--- config.mk ---
export PLATFORM = sky130hd
export DESIGN_NAME = spi_master_tx
export DESIGN_NICKNAME = d
export VERILOG_FILES = /design/src/rtl/spi_master_tx.sv
export SDC_FILE = /design/constraint.sdc
export NUM_CORES = 1
export LEC_CHECK = 0
export ABC_CLOCK_PERIOD_IN_PS = 3350
export CORE_ASPECT_RATIO = 1.1
export CORE_MARGIN = 4
export CORE_UTILIZATION = 43
export CTS_BUF_LIST = sky130_fd_sc_hd__clkbuf_2 sky130_fd_sc_hd__clkbuf_4 sky130_fd_sc_hd__clkbuf_8
export DETAILED_ROUTE_END_ITERATION = 6
export GPL_TIMING_DRIVEN = 0
export PLACE_DENSITY = 0.7
export SYNTH_ARGS = -nofsm -noshare
export SYNTH_HDL_FRONTEND = slang
export SYNTH_SLANG_ARGS = --single-unit
--- constraint.sdc ---
create_clock -name clk -period 3.35 [get_ports clk]
set_input_delay 0.67 -clock clk [delete_from_list [all_inputs] [get_ports clk]]
set_output_delay 0.67 -clock clk [all_outputs]
set_load 0.005 [all_outputs]
--- src/rtl/spi_master_tx.sv ---
// SPI mode-0 master transmitter: DATA_W-bit frames, sclk = clk / (2*CLK_DIV), selectable bit order.
// Define SPI_MISO_RX_EN to add MISO capture (miso, dout, dout_valid).
module spi_master_tx #(
  parameter int DATA_W    = 8,
  parameter int CLK_DIV   = 2,
  parameter int LSB_FIRST = 1
) (
  input  logic              clk,
  input  logic              rst,
  input  logic              dv,
  input  logic [DATA_W-1:0] din,
`ifdef SPI_MISO_RX_EN
  input  logic              miso,
  output logic [DATA_W-1:0] dout,
  output logic              dout_valid,
`endif
  output logic              ready,
  output logic              done,
  output logic              sclk,
  output logic              mosi,
  output logic              ss
);

  localparam int DIV_W = (CLK_DIV > 1) ? $clog2(CLK_DIV) : 1;
  localparam int CNT_W = $clog2(DATA_W + 1);
  localparam logic [DIV_W-1:0] DIV_LAST = DIV_W'(CLK_DIV - 1);
  localparam logic [CNT_W-1:0] CNT_LAST = CNT_W'(DATA_W - 1);

  typedef enum logic [1:0] {IDLE, SHIFT, TRAIL} state_e;

  state_e              state_q;
  logic [DIV_W-1:0]    div_q, div_d;
  logic [CNT_W-1:0]    bit_cnt_q;
  logic [DATA_W-1:0]   shreg_q;
  logic                ready_q, done_q, sclk_q, mosi_q, ss_q;
  logic                div_wrap;

  function automatic logic first_bit(input logic [DATA_W-1:0] w);
    return (LSB_FIRST != 0) ? w[0] : w[DATA_W-1];
  endfunction

  // Consume the bit just driven so the next one sits where first_bit looks.
  function automatic logic [DATA_W-1:0] consume(input logic [DATA_W-1:0] w);
    return (LSB_FIRST != 0) ? (w >> 1) : (w << 1);
  endfunction

  assign div_wrap = (div_q == DIV_LAST);
  assign div_d    = div_wrap ? '0 : div_q + 1'b1;

`ifdef SPI_MISO_RX_EN
  logic [DATA_W-1:0] rx_q, dout_q;
  logic              dout_valid_q;

  function automatic logic [DATA_W-1:0] rx_insert(input logic [DATA_W-1:0] w, input logic b);
    return (LSB_FIRST != 0) ? {b, w[DATA_W-1:1]} : {w[DATA_W-2:0], b};
  endfunction

  always_ff @(posedge clk) begin
    if (rst) begin
      rx_q         <= '0;
      dout_q       <= '0;
      dout_valid_q <= 1'b0;
    end else begin
      dout_valid_q <= 1'b0;
      if (state_q == SHIFT && div_wrap && !sclk_q)
        rx_q <= rx_insert(rx_q, miso);
      if (state_q == TRAIL && div_wrap) begin
        dout_q       <= rx_q;
        dout_valid_q <= 1'b1;
      end
    end
  end

  assign dout       = dout_q;
  assign dout_valid = dout_valid_q;
`endif

  always_ff @(posedge clk) begin
    if (rst) begin
      state_q   <= IDLE;
      div_q     <= '0;
      bit_cnt_q <= '0;
      shreg_q   <= '0;
      ready_q   <= 1'b1;
      done_q    <= 1'b0;
      sclk_q    <= 1'b0;
      mosi_q    <= 1'b0;
      ss_q      <= 1'b1;
    end else begin
      done_q <= 1'b0;
      case (state_q)
        IDLE: begin
          if (dv) begin
            shreg_q   <= consume(din);
            mosi_q    <= first_bit(din);
            ss_q      <= 1'b0;
            ready_q   <= 1'b0;
            div_q     <= '0;
            bit_cnt_q <= '0;
            state_q   <= SHIFT;
          end
        end
        SHIFT: begin
          div_q <= div_d;
          if (div_wrap) begin
            sclk_q <= ~sclk_q;
            if (sclk_q) begin
              bit_cnt_q <= bit_cnt_q + 1'b1;
              // Last falling edge leaves mosi on the final bit through the hold time.
              if (bit_cnt_q == CNT_LAST) begin
                state_q <= TRAIL;
              end else begin
                mosi_q  <= first_bit(shreg_q);
                shreg_q <= consume(shreg_q);
              end
            end
          end
        end
        TRAIL: begin
          div_q <= div_d;
          if (div_wrap) begin
            ss_q      <= 1'b1;
            ready_q   <= 1'b1;
            done_q    <= 1'b1;
            mosi_q    <= 1'b0;
            bit_cnt_q <= '0;
            state_q   <= IDLE;
          end
        end
        default: state_q <= IDLE;
      endcase
    end
  end

  assign ready = ready_q;
  assign done  = done_q;
  assign sclk  = sclk_q;
  assign mosi  = mosi_q;
  assign ss    = ss_q;

endmodule

==> reports/results.ini, run 1 <==
[clock_tree]
ctsHoldBuffers = 0
clk-insertion-delay-late_ns = 0.29
post-cts-setup-buffers = 0
cts_resized = 0
cts_made_buffers = 3
clk_pin_slew_ns = 0.10
cts_tree = yes
clk_path_buf_depth = 2
h-tree-depth = 1
cts_num_sinks = 18
root_buffer = clkbuf_4

[floorplan]
die_w_um = 52.8
row_count = 17
initial_core_util_pct = 46.4
core_um2 = 2040
chipHeight_um = 57.2
ios = 16
die_area_um2 = 3020

[routing]
drc = 0
ant_nets = 0
wirelength_mm = 1.79
drt-vias-per-instance = 5.19
wire_per_inst_um = 11.8
drtIter0Drc = 13
vias = 783
firstDrtPassIters = 4

[final_layout]
syn_to_final_growth_pct = 20.9
nets = 143
final_layout_size_suffix_gt1_share_pct = 7.32
diodes = 0
final_cells = 151

[yosys]
ys_ff_latch = 18
synthCells = 106
synth_area_um2 = 947
syn_area_per_cell_um2 = 8.94
syn_nets = 124
synth-seq-area-share_pct = 38.0
synth_top_area_cell = dfxtp_1
ys_types = 29
synth_top_area_share_pct = 38.0
synth.area.top_cells = dfxtp_1, ha_1, mux2i_1, a211oi_1, a21oi_1
yosysWarnings = 0

[timing]
finalMaxSlewViolations = 0
fin_tns_setup_ns = 0
skew_ns = 0.00554
period_share_pct = 63.7
post-route-min-period_ns = 2.13
grt_setup_unrepaired = no
maxSlewHeadroom_pct = 50.6
hold_viol = 0
finalSetupViolations = 0
max_freq_ghz = 0.468
worst_pin_slew_ns = 0.734

[worst_setup_path]
slowest_stage = or4_4
cpPeakStageDelay_ns = 0.58
worst_setup_path_start_kind = primary input
critPathKind = primary input to flip-flop
cp.required_ns = 3.57
end_kind = flip-flop
worstPathCellList = clkdlybuf4s50_1 -> nor2b_1 -> or4_4 -> or3_1 -> a21oi_1
critPathMaxFanout = 8
arrival_ns = 2.35

[global_routing]
grt_pass1_vias = 729
grt.overflow.total = 0
grt_pass1_wl_mm = 3.00
antenna_found_initial = 0
grt_max_degree = 11
track_usage_pct = 13.0

[run_status]
outcome = complete, no violations

[place]
io_buffers = 14
gp_congestion = 0.844
dp.cells = 148
dpl.hpwl_mm = 1.37

[power]
p_per_area_nw_per_um2 = 583
totalPowerFinal_mw = 0.668
total_leakage_power_nw = 0.423
ir_worst_vdd_uv = 323

[hold_path]
min_path_type = flip-flop to flip-flop

[flow_run]
drv_cap = 0

-- final cells by class --
type	count	area, µm²
fill	208	897
clock buffer	3	22.5
timing repair buffer	14	140
sequential	18	360
buffer	5	23.8
inverter	3	11.3
multi-input combinational	80	552
tap	28	35.0
-- worst paths after layout --
kind,from,endpoint,slack (ns),cells past startpoint
hold / removal,mosi,mosi,0.48,2
setup reg to reg,state_q[0],mosi,1.23,6
hold reg to reg,mosi,mosi,0.48,2
setup / recovery,dv,mosi,1.22,5
-- Yosys cell counts --
master and count:
o21bai_1 1, o21ai_0 4, or4b_2 2, ha_1 7, a21oi_1 10, buf_2 1, nand2b_1 5, a211oi_1 9
nand2_1 5, buf_1 2, or3_1 2, mux2i_1 7, clkbuf_1 1, nand3b_1 2, a31oi_1 1, nor4_1 1
nand3_1 3, and2_1 1, xor2_1 1, or4_4 1, nand4b_1 1, nor3_1 1, dfxtp_1 18, a21boi_2 1
nor2b_1 4, nor2_1 10, buf_4 1, and4b_1 1, inv_1 3
-- sequential cells by signal (all words and copies together) (netlist names) --
name / cells
div_q: 1
bit_cnt_q: 4
ss: 1
state_q: 2
mosi: 1
done: 1
sclk: 1
shreg_q: 7
-- kinds of logic after synthesis --
kind of cell / Yosys count / share of synthesized area [%]
flops: 18 / 38.0
xor+xnor: 1 / 0.925
buf+inv: 8 / 3.70
simple gates: 39 / 23.5
mux: 7 / 7.40
compound gates: 26 / 17.2
fa+ha+maj: 7 / 9.25
-- worst max-delay path, delay by kind of cell --
family | cells | cell delay, ns
AND/OR/NAND/NOR | 3 | 1.06
AO/OA/AOI/OAI | 1 | 0.14
buffers and inverters | 1 | 0.49
-- metrics by stage --
stage / util [%] / worst slack, ns / area, µm² / hold WS (ns)
final: 56.1 / 1.22 / 1140 / 0.483
after global routing: 56.1 / 1.08 / 1140 / 0.512
after CTS: 56.1 / 1.22 / 1140 / 0.485
after detailed placement: 55.0 / 0.921 / 1120 / 0.469
after global placement: 55.0 / 0.941 / 1120 / 0.456
after floorplan: - / 1.43 / 947 / 0.446
-- placed cells by master, fill, tap and decap left out --
cell and n:
xor2_1 1, or4b_2 2, dfxtp_1 18, nand4b_1 1, and2_1 1, nand2b_1 5
a21oi_1 10, o21bai_1 1, clkbuf_4 3, buf_4 1, inv_1 3, or4_4 1
nand3_1 3, a21boi_2 1, mux2i_1 7, a31oi_1 1, a211oi_1 9, nor4_1 1
or3_1 2, nor3_1 1, nor2b_1 4, o21ai_0 4, clkdlybuf4s50_1 14, nand2_1 5
and4b_1 1, buf_2 1, nand3b_1 2, clkbuf_1 1, nor2_1 10, ha_1 7
buf_1 2
-- power breakdown --
part	switching [mW]	leakage, nW	internal, mW	total [mW]
Sequential	0.0360	0.147	0.262	0.298
Combinational	0.134	0.261	0.130	0.264
Clock	0.0641	0.0138	0.0417	0.106
-- routing by layer --
| metal | up-vias | part of all wire, % | global-route usage [%] |
|---|---|---|---|
| li1 | 417 | - | - |
| met1 | 349 | 47 | 15.5 |
| met2 | 15 | 47 | 22.0 |
| met3 | 2 | 5.6 | 3.39 |
| met4 | 0 | 0.78 | 4.38 |
| met5 | - | 0 | 0 |
Power figures use the tool's default switching activity.
==> run 2, diff against run 1 <==
--- a/config.mk
+++ b/config.mk
@@ -5,14 +5,14 @@
 export SDC_FILE = /design/constraint.sdc
 export NUM_CORES = 1
 export LEC_CHECK = 0
-export ABC_CLOCK_PERIOD_IN_PS = 3350
+export ABC_CLOCK_PERIOD_IN_PS = 1800
 export CORE_ASPECT_RATIO = 1.1
 export CORE_MARGIN = 4
 export CORE_UTILIZATION = 43
 export CTS_BUF_LIST = sky130_fd_sc_hd__clkbuf_2 sky130_fd_sc_hd__clkbuf_4 sky130_fd_sc_hd__clkbuf_8
 export DETAILED_ROUTE_END_ITERATION = 6
 export GPL_TIMING_DRIVEN = 0
-export PLACE_DENSITY = 0.7
+export PLACE_DENSITY = 0.72
 export SYNTH_ARGS = -nofsm -noshare
 export SYNTH_HDL_FRONTEND = slang
 export SYNTH_SLANG_ARGS = --single-unit
==> constraint.sdc (replaced) <==
create_clock -name clk -period 1.8 [get_ports clk]
set_input_delay 0.36 -clock clk [delete_from_list [all_inputs] [get_ports clk]]
set_output_delay 0.36 -clock clk [all_outputs]
set_load 0.005 [all_outputs]
==> run 2 against run 1 <==
Net effect: the run now ends with negative setup slack left; non-clock buffer count is 12 higher; critical path depth is 1 higher; critical path type is now flip-flop to flip-flop; first-iteration DRC count up 15%; clock power is 140% higher; wire length grew 25%; setup slack worse by 1.2 ns; clock skew increased by 0.00079 ns.
==> reports/results.ini, run 2 (synthesized netlist as in run 1, its figures left out) <==
[final_layout]
diodes = 0  ; unchanged
regMostFlops = shreg_q  ; unchanged
final_layout_size_suffix_gt1_share_pct = 27.9  ; was 7.32%
final_common_cell = dfxtp_1  ; unchanged
largest_reg_flops = 7  ; unchanged
top_regs = shreg_q (7), bit_cnt_q (4), state_q (2)  ; unchanged
final_cell_mix = dfxtp_1, clkdlybuf4s50_1, buf_4  ; was dfxtp_1, clkdlybuf4s50_1, a21oi_1, nor2_1, a211oi_1
syn_to_final_growth_pct = 45.0  ; was 20.9%
stdcell_area_um2 = 1370  ; was 1140 µm²
nets = 155  ; was 143

[clock_tree]
cts_made_buffers = 3  ; unchanged
root_buffer = clkbuf_4  ; unchanged
h-tree-depth = 1  ; unchanged
cts_num_sinks = 18  ; unchanged
clk_pin_slew_ns = 0.11  ; was 0.10 ns
clk_path_buf_depth = 2  ; unchanged
clk-insertion-delay-late_ns = 0.30  ; was 0.29 ns
cts_tree = yes  ; unchanged

[place]
pre_cts_ws_ns = -0.333  ; was 0.921 ns
place_area_um2 = 1150  ; was 1120 µm²
dpl.hpwl_mm = 1.40  ; was 1.37 mm
gp_congestion = 0.782  ; was 0.844
io_buffers = 14  ; unchanged

[floorplan]
initial_core_util_pct = 46.4  ; unchanged
die_w_um = 52.8  ; unchanged
die_area_um2 = 3020  ; unchanged
core_um2 = 2040  ; unchanged
row_count = 17  ; unchanged
chipHeight_um = 57.2  ; unchanged
ios = 16  ; unchanged

[worst_setup_path]
end_kind = flip-flop  ; unchanged
cpPeakStageDelay_ns = 0.55  ; was 0.58 ns
critPathKind = flip-flop to flip-flop  ; was primary input to flip-flop
crit_family = simple AND/OR/NAND/NOR gates  ; unchanged
worstPathCellList = inv_4 -> ha_4 -> a21boi_4 -> or4_4 -> or3_4 -> a21oi_2  ; was clkdlybuf4s50_1 -> nor2b_1 -> or4_4 -> or3_1 -> a21oi_1
slowest_stage = or4_4  ; unchanged
cp.required_ns = 2.04  ; was 3.57 ns
critPathBufInv = 1  ; unchanged
arrival_ns = 2.07  ; was 2.35 ns
worst_setup_path_start_kind = flip-flop  ; was primary input
critPathMaxFanout = 5  ; was 8

[timing]
worst_pin_slew_ns = 0.599  ; was 0.734 ns
post-route-min-period_ns = 1.83
finalSetupViolations = 3  ; was 0
skew_ns = 0.00632  ; was 0.00554 ns
finalMaxSlewViolations = 0  ; unchanged
grt_setup_unrepaired = yes  ; was no
fin_ws_ns = -0.0323  ; was 1.22 ns
maxSlewHeadroom_pct = 60.1  ; was 50.6%
period_share_pct = 102
hold_viol = 0  ; unchanged
max_freq_ghz = 0.546

[routing]
ant_nets = 0  ; unchanged
drtIter0Drc = 15  ; was 13
firstDrtPassIters = 4  ; unchanged
wire_per_inst_um = 13.7  ; was 11.8 µm
drt-vias-per-instance = 5.49  ; was 5.19
wirelength_mm = 2.24  ; was 1.79 mm
vias = 900  ; was 783
drc = 0  ; unchanged

[power]
totalPowerFinal_mw = 1.57  ; was 0.668 mW
ir_worst_vdd_uv = 752  ; was 323 µV
total_leakage_power_nw = 0.510  ; was 0.423 nW
p_per_area_nw_per_um2 = 1140  ; was 583 nW/µm²

[global_routing]
grt_max_degree = 11  ; unchanged
antenna_found_initial = 0  ; unchanged
grt_pass1_vias = 808  ; was 729
track_usage_pct = 15.0  ; was 13.0%
grt_pass1_wl_mm = 3.43  ; was 3.00 mm
grt.overflow.total = 0  ; unchanged

[hold_path]
min_path_type = flip-flop to flip-flop  ; unchanged

[flow_run]
drv_cap = 0  ; unchanged

[run_status]
violations = negative setup slack
outcome = finished with violations  ; was complete, no violations

-- run 2: cell count changes in the layout (fill, tap and decap cells not counted), sizes merged --
cell and delta:
buf +12, clkbuf +1
-- run 2: worst paths after layout --
check / slack (ns) / depth (start not counted) / end / start
min: 0.48 / 2 / shreg_q[6] / shreg_q[6]
min reg2reg: 0.48 / 2 / shreg_q[6] / shreg_q[6]
max reg2reg: -0.03 / 6 / mosi / state_q[1]
max: -0.03 / 6 / mosi / state_q[1]
-- run 2: worst reg2reg max path: stages, from the launching register on --
cell      delay [ns]
dfxtp_2         0.38
inv_4           0.06
ha_4            0.16
a21boi_4        0.15
or4_4           0.55
or3_4           0.34
a21oi_2         0.13
-- run 2: what timing repair did --
action,4_1_cts,5_1_grt
gates cloned,0,0
pin swaps,4,6
hold buffers,0,0
setup buffers,7,5
resized for setup,6,14
endpoints found under the setup margin,7,12
-- run 2: metal layers --
metal,up-vias,part of all wire (%),track usage [%]
li1,441,-,-
met1,421,44,18.6
met2,31,48,24.3
met3,7,5.4,2.87
met4,0,2.1,7.30
met5,-,0,0
-- run 2: metrics by stage --
stage	std cells	hold slack (ns)	setup TNS (ns)	utilization [%]
3_3_place_gp	148	0.458	-2.05	56.3
6_report	164	0.475	-0.0948	67.3
5_1_grt	164	0.506	-0.352	67.3
3_5_place_dp	148	0.465	-2.61	56.3
2_1_floorplan	106	0.446	0	-
4_1_cts	159	0.482	-0.0324	61.8
-- run 2: where the power goes --
part           internal [mW]  switching [mW]
registers              0.492          0.0815
logic                  0.401           0.334
clock network          0.124           0.135
total                   1.02           0.551
-- run 2: layout make-up --
cell class / instances / area, µm²
flip-flops and latches: 18 / 365
inverters: 3 / 16.3
well taps: 28 / 35.0
clock buffers: 4 / 36.3
fillers: 164 / 668
multi-input cells: 80 / 648
plain buffers: 5 / 30.0
repair buffers: 26 / 243
==> run 3, diff against run 2 <==
--- a/config.mk
+++ b/config.mk
@@ -10,6 +10,7 @@
 export CORE_MARGIN = 4
 export CORE_UTILIZATION = 43
 export CTS_BUF_LIST = sky130_fd_sc_hd__clkbuf_2 sky130_fd_sc_hd__clkbuf_4 sky130_fd_sc_hd__clkbuf_8
+export CTS_CLUSTER_DIAMETER = 150
 export DETAILED_ROUTE_END_ITERATION = 6
 export GPL_TIMING_DRIVEN = 0
 export PLACE_DENSITY = 0.72
==> results of run 3 <==
No change in the layout: final DEF, timing and power equal those of run 2.
